==> src/rtl/aud_trace_ctrl.sv <==
// AUD branch-trace capture sequencer.
// Arm/trigger/post-trigger session feeding a FWFT event FIFO.
module aud_trace_ctrl #(
  parameter int DEPTH_LOG2 = 4,
  parameter int POST_W     = 16
) (
  input  logic                  clk,
  input  logic                  rst,
  input  logic                  ctl_arm,
  input  logic                  ctl_stop,
  input  logic                  trig_en,
  input  logic [31:0]           trig_addr,
  input  logic [31:0]           trig_mask,
  input  logic [POST_W-1:0]     post_count,
  input  logic                  ev_stb,
  input  logic [31:0]           ev_addr,
  input  logic                  ev_valid,
  input  logic                  ev_buserr,
  output logic                  rd_valid,
  output logic [35:0]           rd_data,
  input  logic                  rd_ready,
  output logic [1:0]            state,
  output logic [DEPTH_LOG2:0]   fifo_level,
  output logic [15:0]           ovf_cnt,
  output logic                  done
);
  localparam int DEPTH = 1 << DEPTH_LOG2;
  localparam logic [DEPTH_LOG2:0] FULL = (DEPTH_LOG2+1)'(DEPTH);

  typedef enum logic [1:0] {
    S_IDLE  = 2'd0,
    S_ARMED = 2'd1,
    S_POST  = 2'd2,
    S_DONE  = 2'd3
  } state_t;

  state_t              state_q, state_d;
  logic [DEPTH_LOG2:0] wr_ptr_q, wr_ptr_d;
  logic [DEPTH_LOG2:0] rd_ptr_q, rd_ptr_d;
  logic [DEPTH_LOG2:0] level, level_d;
  logic [POST_W-1:0]   cnt_q, cnt_d;
  logic [15:0]         ovf_q, ovf_d;
  logic                gap_q, gap_d;
  logic [35:0]         rd_data_q, rd_data_d;
  logic [35:0]         mem_q [DEPTH];

  logic        active, flush, hit, push_req;
  logic        pop, push_ok;
  logic [35:0] wdata;

  assign level      = wr_ptr_q - rd_ptr_q;
  assign rd_valid   = level != '0;
  assign rd_data    = rd_data_q;
  assign fifo_level = level;
  assign ovf_cnt    = ovf_q;
  assign state      = state_q;
  assign done       = state_q == S_DONE;

  // Event qualification: capture window, trigger match, push/pop grant.
  always_comb begin
    active   = (state_q == S_ARMED) || (state_q == S_POST);
    flush    = ctl_arm && !active;
    hit      = (state_q == S_ARMED) && trig_en && ev_stb &&
               ev_valid &&
               (((ev_addr ^ trig_addr) & trig_mask) == 32'd0);
    push_req = ev_stb && active;
    pop      = rd_valid && rd_ready && !flush;
    push_ok  = push_req && ((level != FULL) || pop);
    wdata    = {hit, gap_q, ev_buserr, ev_valid, ev_addr};
  end

  // FIFO pointers, overflow accounting and registered head data.
  always_comb begin
    wr_ptr_d = push_ok ? wr_ptr_q + 1'b1 : wr_ptr_q;
    rd_ptr_d = pop ? rd_ptr_q + 1'b1 : rd_ptr_q;
    ovf_d    = ovf_q;
    gap_d    = gap_q;
    if (push_req && !push_ok) begin
      gap_d = 1'b1;
      if (ovf_q != 16'hFFFF) ovf_d = ovf_q + 16'd1;
    end else if (push_ok) begin
      gap_d = 1'b0;
    end
    if (flush) begin
      wr_ptr_d = '0;
      rd_ptr_d = '0;
      ovf_d    = '0;
      gap_d    = 1'b0;
    end
    level_d   = wr_ptr_d - rd_ptr_d;
    rd_data_d = rd_data_q;
    if (level_d != '0) begin
      if (push_ok && (rd_ptr_d == wr_ptr_q))
        rd_data_d = wdata;
      else
        rd_data_d = mem_q[rd_ptr_d[DEPTH_LOG2-1:0]];
    end
  end

  // Session sequencing and post-trigger countdown.
  always_comb begin
    state_d = state_q;
    cnt_d   = cnt_q;
    unique case (state_q)
      S_IDLE, S_DONE: begin
        if (ctl_arm) state_d = S_ARMED;
      end
      S_ARMED: begin
        if (ctl_stop) begin
          state_d = S_DONE;
        end else if (hit) begin
          cnt_d   = post_count;
          state_d = (post_count == '0) ? S_DONE : S_POST;
        end
      end
      S_POST: begin
        if (ev_stb) begin
          cnt_d = cnt_q - 1'b1;
          if (cnt_q == POST_W'(1)) state_d = S_DONE;
        end
        if (ctl_stop) state_d = S_DONE;
      end
      default: state_d = S_IDLE;
    endcase
  end

  // Control and status registers.
  always_ff @(posedge clk or posedge rst) begin
    if (rst) begin
      state_q   <= S_IDLE;
      wr_ptr_q  <= '0;
      rd_ptr_q  <= '0;
      cnt_q     <= '0;
      ovf_q     <= '0;
      gap_q     <= 1'b0;
      rd_data_q <= '0;
    end else begin
      state_q   <= state_d;
      wr_ptr_q  <= wr_ptr_d;
      rd_ptr_q  <= rd_ptr_d;
      cnt_q     <= cnt_d;
      ovf_q     <= ovf_d;
      gap_q     <= gap_d;
      rd_data_q <= rd_data_d;
    end
  end

  // Entry storage; contents only read once written.
  always_ff @(posedge clk) begin
    if (push_ok) mem_q[wr_ptr_q[DEPTH_LOG2-1:0]] <= wdata;
  end
endmodule

==> config.mk <==
export PLATFORM = sky130hd
export DESIGN_NAME = aud_trace_ctrl
export DESIGN_NICKNAME = d
export VERILOG_FILES = /design/src/rtl/aud_trace_ctrl.sv
export SDC_FILE = /design/constraint.sdc
export NUM_CORES = 1
export LEC_CHECK = 0
export ABC_AREA = 1
export BUFFER_PORTS_ARGS = -buffer_cell sky130_fd_sc_hd__buf_2
export CAP_MARGIN = 0
export CORE_ASPECT_RATIO = 0.8
export CORE_MARGIN = 5
export CORE_UTILIZATION = 55
export CTS_CLUSTER_DIAMETER = 60
export DETAILED_ROUTE_END_ITERATION = 6
export PLACE_DENSITY = 0.82
export SETUP_SLACK_MARGIN = 0.05
export SYNTH_ARGS = -nofsm -noshare
export SYNTH_HDL_FRONTEND = slang
export SYNTH_SLANG_ARGS = --single-unit
==> constraint.sdc <==
create_clock -name clk -period 4.37 [get_ports clk]
set_clock_uncertainty 0.05 [all_clocks]
set_input_delay 0 -clock clk [delete_from_list [all_inputs] [get_ports clk]]
set_output_delay 0 -clock clk [all_outputs]
set_load 0.02 [all_outputs]
**Yosys cells after proc, flatten, opt, wreduce, memory -nomap -nowiden**

Memory sizes are Yosys's and may differ from the RTL's.
Cells that the tools add are included.

- Register bits after elaboration: 81
- Bits in latches: 0
- Memory bits (writable): 576
- Bits in read-only memories: 0
- Input port bits: 121
- Output and inout port bits: 61
- Logic and storage cells: 84
- Memories: 1

Memories:

| memory | depth | width | read ports | clocked after Yosys merged registers in | wr ports | line | RTL |
|---|---|---|---|---|---|---|---|
| mem_q | 16 | 36 | 1 | 0 | 1 | 45 | `logic [35:0] mem_q [DEPTH];` |

- Add/sub/neg operators: 6
- $mul: 0
- Divide/modulo/power cells: 0
- Magnitude comparators: 0
- Equality and inequality tests: 14
- Shift operators: 0
- Muxes and demuxes: 25
- Bitwise gates (word level): 2
- Reduce and logical (&&, ||, !) cells: 29

Operator list:

| kind | count |
|---|---|
| 16-bit two-way mux | 6 |
| 36-bit two-way mux | 1 |
| 32-bit AND | 1 |
| 32-bit logical NOT | 1 |
| 16-bit one-hot mux with 2 select lines | 1 |
| 32-bit bitwise XOR | 1 |
| 5-bit two-way mux | 4 |
| 16-bit by 1-bit adder with 16-bit output (second input constant) | 1 |
| 16-bit by 1-bit equality test with 1-bit output (second input constant) | 1 |
| 16-bit logical NOT | 1 |
| 16-bit inequality test (second input constant) | 1 |
| 16-bit by 1-bit subtractor with 16-bit output (second input constant) | 1 |
| 2-bit two-way mux | 6 |
| 1-bit logical AND | 11 |
| 5-bit by 1-bit adder with 5-bit output (second input constant) | 2 |
| 5-bit nonzero test | 2 |
| 5-bit subtractor | 2 |
| 2-bit inequality test (second input constant) | 4 |
| 4-bit AND reduction | 2 |
| 1-bit two-way mux | 6 |
| 3-bit inequality test (second input constant) | 2 |
| 2-bit one-hot mux with 3 select lines | 1 |
| 2-bit nonzero test | 3 |
| 5-bit equality test | 1 |
| 10 further kinds | 14 |

**Depth between registers and ports, before layout**

- Depth in word-level cells: 12
- Gate-level depth with buffers: 28
- Gate-level depth less buffers: 27

**Least setup slack after synthesis**

No wires, ideal clock.

- Path kind: reg2reg
- Start point: register wr_ptr_q[0]
- End point: memory mem_q[7][0] (enable)
- Setup time: 430 ps
- Data arrival time: 3856 ps
- Data required time: 3890 ps
- Path slack: 34 ps
- Stages on the path, launching flop included: 13
- Path buffers: 0
- Clock period less this slack: 4336 ps
- Cells stage by stage: dfrtp_1 -> inv_1 -> ha_1 -> fa_1 -> xnor2_1 -> nor2_2 -> nand4_1 -> nand2_2 -> inv_1 -> nand2_1 -> nor2_1 -> inv_1 -> nor2_1

- Longest elaborated chain between the ends: 8
- Elaborated cells between the ends (all ways): 9
- Classes of those cells: add/sub: 1; eq/ne: 1; mux: 2; reduce/logical: 5

RTL lines:

| what | line | RTL |
|---|---|---|
| start: declaration | 38 | `logic [DEPTH_LOG2:0] wr_ptr_q, wr_ptr_d;` |
| start signal: assignment | 139 | `wr_ptr_q <= wr_ptr_d;` |
| 5-bit subtractor * | 51 | `assign level = wr_ptr_q - rd_ptr_q;` |
| named net fifo_level[2] | 23 | `output logic [DEPTH_LOG2:0] fifo_level,` |
| 5-bit nonzero test | 52 | `assign rd_valid = level != '0;` |
| 1-bit logical AND (2 in a row) | 67 | `pop = rd_valid && rd_ready && !flush;` |
| 1-bit logical OR * | 68 | `push_ok = push_req && ((level != FULL) \|\| pop);` |
| 1-bit logical AND * | 68 |  |
| 1-bit two-way mux * | 150 | `if (push_ok) mem_q[wr_ptr_q[DEPTH_LOG2-1:0]] <= wdata;` |
| 1-bit two-way mux (not written as such) * | 150 |  |
| end: declaration | 45 |  |

Mark *: on every way through the listed nets, which the timed path passes. The rest lies on a longest branch.

**Worst setup path after layout**

- Start point: register rd_ptr_q[0]
- End point: register rd_data_q[13], in the netlist rd_data[13]

- Longest elaborated chain between the ends: 10
- Elaborated cells between the ends (all ways): 18
- Classes of those cells: add/sub: 3; eq/ne: 2; mux: 5; reduce/logical: 7; memory: 1

RTL lines:

| what | line | RTL |
|---|---|---|
| start: declaration | 39 | `logic [DEPTH_LOG2:0] rd_ptr_q, rd_ptr_d;` |
| start signal: assignment | 140 | `rd_ptr_q <= rd_ptr_d;` |
| 5-bit subtractor * | 51 |  |
| 5-bit nonzero test | 52 |  |
| 1-bit logical AND (2 in a row) | 67 |  |
| 1-bit logical OR * | 68 |  |
| 1-bit logical AND * | 68 |  |
| 5-bit two-way mux * | 74 | `wr_ptr_d = push_ok ? wr_ptr_q + 1'b1 : wr_ptr_q;` |
| 5-bit two-way mux * | 84 | `if (flush) begin` |
| named net wr_ptr_d[2] | 38 |  |
| 5-bit subtractor * | 90 | `level_d = wr_ptr_d - rd_ptr_d;` |
| 5-bit nonzero test * | 92 | `if (level_d != '0) begin` |
| end signal: assignment | 144 | `rd_data_q <= rd_data_d;` |
| end: declaration | 44 | `logic [35:0] rd_data_q, rd_data_d;` |

Marked as above.
A chain may end at the register's enable or synchronous reset.

==> out/results.md <==
| Result | Reported |
|---|---|
| Buffers on Ports | 181 |
| CTS H-tree lvls | 3 |
| Per-instance average area after synthesis | 10.2 um2 |
| Leading cell type by number of instances after synthesis | nand3_1 |
| DR vias/cell | 5.91 |
| Number of design-rule violations left by the first detailed-router iteration | 3454 |
| Worst Hold Class | in -> async |
| Root Buffer Master | clkbuf_16 |
| Setup violation total in the final timing report | 0 |
| GRT Util Overall | 0.287 |
| Dominant register cell in the synthesized netlist | edfxtp_1 |
| Worst slack after detailed placement | 0.0220 ns |
| Clk network pwr share | 0.211 |
| Clk slew on worst S/H paths | 0.06 ns |
| Final weighted congestion in routability-driven placement | 0.919 |
| Launching point of the worst reg2reg path | rd_ptr_q[0]$_DFF_PP0_ |
| Pin slew with the least headroom to its limit | 1.05 ns |
| Net Count, Synth | 3152 |
| Total design power | 25500 uW |
| Max-capacitance violation count | 0 |
| Clock tree from TritonCTS | built |
| Unrepaired setup endpoints after global routing | no |
| Fraction of layout cells with a size suffix above 1 | 0.126 |
| Final period utilization | 0.942 |
| Maximum clock frequency | 243 MHz |
| Number of global-route vias before repair | 22744 |
| Minimum clock period after layout | 4.12 ns |
| Area of the mapped netlist | 30600 um2 |
| Instance count of the mapped netlist | 3011 |
| Internal Dissipation | 14200 uW |
| P&R area growth vs syn | 15.1% |
| Total number of nets in the final design | 3367 |
| Part of the Yosys area used for sequential elements | 0.631 |
| Effective utilization at floorplan | 0.555 |
| Setup slack of the critical path after layout | 0.253 ns |
| Post-detailed-routing wire length | 88700 um |
| Number of endpoints with negative hold slack in the final report | 0 |
| I/O pin total | 182 |
| Status | complete, no violations |
| Final global-route overflow total | 0 |
| Setup Total Neg Slack | 0 ns |
| Portion of synthesized cell area occupied by the leading cell type | 0.565 |
| Flip-flop and latch count after synthesis | 657 |
| Clock latency at the later pin of the worst-skew pair | 0.62 ns |
| Synth warn | 0 |
| Pwr/cell area | 722 nW/um2 |
| Core Footprint | 55200 um2 |
| Horiz. Die Dim | 274 um |
| Crit path DAT | 4.61 ns |
| Library cell occupying the most area in the post-synthesis netlist | edfxtp_1 |
| Standard-cell row count | 77 |
| Launch point of the critical path | rd_ptr_q[0]$_DFF_PP0_ |
| Leakage power summed over all cells | 0.0147 uW |
| Count of non-filler cells in the finished layout | 4029 |
| Part of the total power dissipated in sequential elements | 0.309 |
| Pin count of the biggest net entering global routing | 192 |
| Die height | 221 um |
| First-pass GRT wire length | 133000 um |
| Count of antenna-violating nets left after detailed routing | 0 |
| Power spent charging and discharging nets | 11300 uW |
| Detailed placement HPWL | 51200 um |
| Largest cells by area after synthesis | edfxtp_1 56%, nand3_1 10%, nand2_1 7.6%, dfrtp_1 6.6%, nand3b_1 5.2% |
| Pre-antenna DRT Iters | 6 |
| Worst R2R Path Depth | 22 |
| VDD IR max | 715 uV |
| Netlist cell types | 49 |
| Critical setup path kind | reg -> reg |
| Fraction of power spent switching nets | 0.444 |
| Setup crit end kind | flip-flop |
| Number of antenna violations at the first check in global routing | 6 |
| Relative slew slack | 0.300 |
| Number of enable flip-flop cells after synthesis | 576 |
| Area enclosed by the die boundary | 60500 um2 |
| Buffer depth of the longest clock path | 3 |
| Total via count in the routed design | 23810 |
| Synth async-reset ratio | 0.123 |
| Clock buffer count from CTS | 66 |
| Clock sink total | 657 |
| Required @ worst endpoint | 4.87 ns |
| CP max FO | 23 |
| Proportion of power drawn by combinational gates | 0.479 |
| Commonest cells in the synthesized netlist | 635 x nand3_1, 621 x nand2_1, 576 x edfxtp_1 |
| Max-slew violation count | 0 |
| Placed cell count | 3846 |
| Wire per inst | 22.0 um |
| Remaining design rule violation count | 0 |
| Worst Setup Start Kind | flip-flop |
worst paths after layout:
kind,to,slack [ns]
max,rd_data[13]$_DFFE_PP0P_,0.25
min,cnt_q[15]$_DFFE_PP0P_,0.04
max reg2reg,rd_data[13]$_DFFE_PP0P_,0.25
min reg2reg,rd_data[8]$_DFFE_PP0P_,0.44
max in group asynchronous,rd_ptr_q[0]$_DFF_PP0_,3.02
min in group clk,cnt_q[0]$_DFFE_PP0P_,0.18
power by group through the flow:
stage               combinational, uW  sequential [uW]  clock (uW)
floorplan                        7900             8140           0
global placement                11200             7980           0
detailed placement              11600             7990           0
CTS                             11800             7870        5400
global route                    13200             7920        5660
finish                          12200             7880        5380
cells in the final DEF, fill, tap and decap left out, types with 10 or more instances in the layout:
| cell type | synthesis | routed |
|---|---|---|
| clkbuf_1 | 33 | 11 |
| nand2_1 | 621 | 619 |
| clkbuf_16 | 0 | 69 |
| buf_4 | 17 | 56 |
| xor2_1 | 13 | 13 |
| buf_12 | 0 | 19 |
| clkinv_1 | 0 | 15 |
| nand3b_1 | 213 | 213 |
| dlygate4sd3_1 | 0 | 55 |
| a21oi_1 | 26 | 24 |
| o21ai_0 | 36 | 36 |
| inv_1 | 415 | 412 |
| nor2_1 | 94 | 78 |
| clkinv_2 | 0 | 13 |
| edfxtp_1 | 576 | 576 |
| ha_1 | 19 | 19 |
| dfrtp_1 | 81 | 80 |
| nand4_1 | 12 | 12 |
| nor3_1 | 29 | 29 |
| nand3_1 | 635 | 632 |
| buf_2 | 88 | 181 |
| nor2_4 | 2 | 18 |
| or2_2 | 10 | 10 |
logic make-up (layout without fill, tap and decap cells):
family / count (synthesis) / after routing / share of synthesized area
and+or+nand+nor: 1638 / 1638 / 0.259
DFF: 657 / 657 / 0.631
buffers and inverters: 588 / 855 / 0.0795
AOI/OAI and AO/OA: 93 / 93 / 0.0179
adders and majority gates: 20 / 20 / 0.00841
xor gates and xnor gates: 15 / 15 / 0.00429
other: 0 / 1 / 0
area by class of cell:
class | instances | area, um2
Inverter | 422 | 1600
Timing Repair Buffer | 313 | 2300
Clock buffer | 81 | 1770
Sequential cell | 657 | 19300
Tap cell | 750 | 938
Clock inverter | 39 | 263
Multi-Input combinational cell | 1766 | 9070
Fill cell | 4044 | 19900
Antenna cell | 1 | 2.50
flip-flops by register name, indices dropped and copies added, names as in the netlist:
| signal | flops |
|---|---|
| mem_q | 576 |
| wr_ptr_q | 5 |
| rd_data | 36 |
| cnt_q | 16 |
| rd_ptr_q | 5 |
| state | 2 |
| ovf_cnt | 16 |
| gap_q | 1 |
timing repair:
action,4_1_cts,5_1_grt
pin swaps,0,2
buffers inserted,0,6
hold buffers,55,0
gates cloned,0,1
endpoints found under the hold margin,660,0
setup endpoints to repair,14,36
resized for setup,1,15
per-stage QoR:
stage               area [um2]  hold slack (ns)  utilization
finish                   35300           0.0444        0.639
global route             35300            0.117        0.639
CTS                      35100           0.0447        0.637
detailed placement       32600            0.130        0.590
global placement         32600            0.138        0.590
floorplan                30600           0.0489            -
per-layer routing:
layer	wire [um]	share of wire	vias to the layer above	global-route usage
met2	39500	0.45	1704	0.431
met3	12600	0.14	288	0.0828
li1	-	-	10625	-
met5	45	0.00051	-	0
met4	4280	0.048	8	0.129
met1	32400	0.36	11185	0.390
critical path: stages, from the launching register on:
cell	delay (ns)
dfrtp_2	0.42
ha_1	0.22
fa_2	0.55
nand2_1	0.07
nor2_2	0.19
nand4_1	0.28
nand2_4	0.22
clkinvlp_4	0.15
nand2_4	0.12
nor2_1	0.06
inv_2	0.08
nand2_1	0.07
a21oi_2	0.16
ha_1	0.26
inv_1	0.09
o21bai_1	0.10
a21oi_1	0.19
nand3b_1	0.15
nand3_2	0.12
clkinv_4	0.12
buf_8	0.22
nand2_1	0.10
nand2_1	0.07
(Power assumes the default switching activity.)
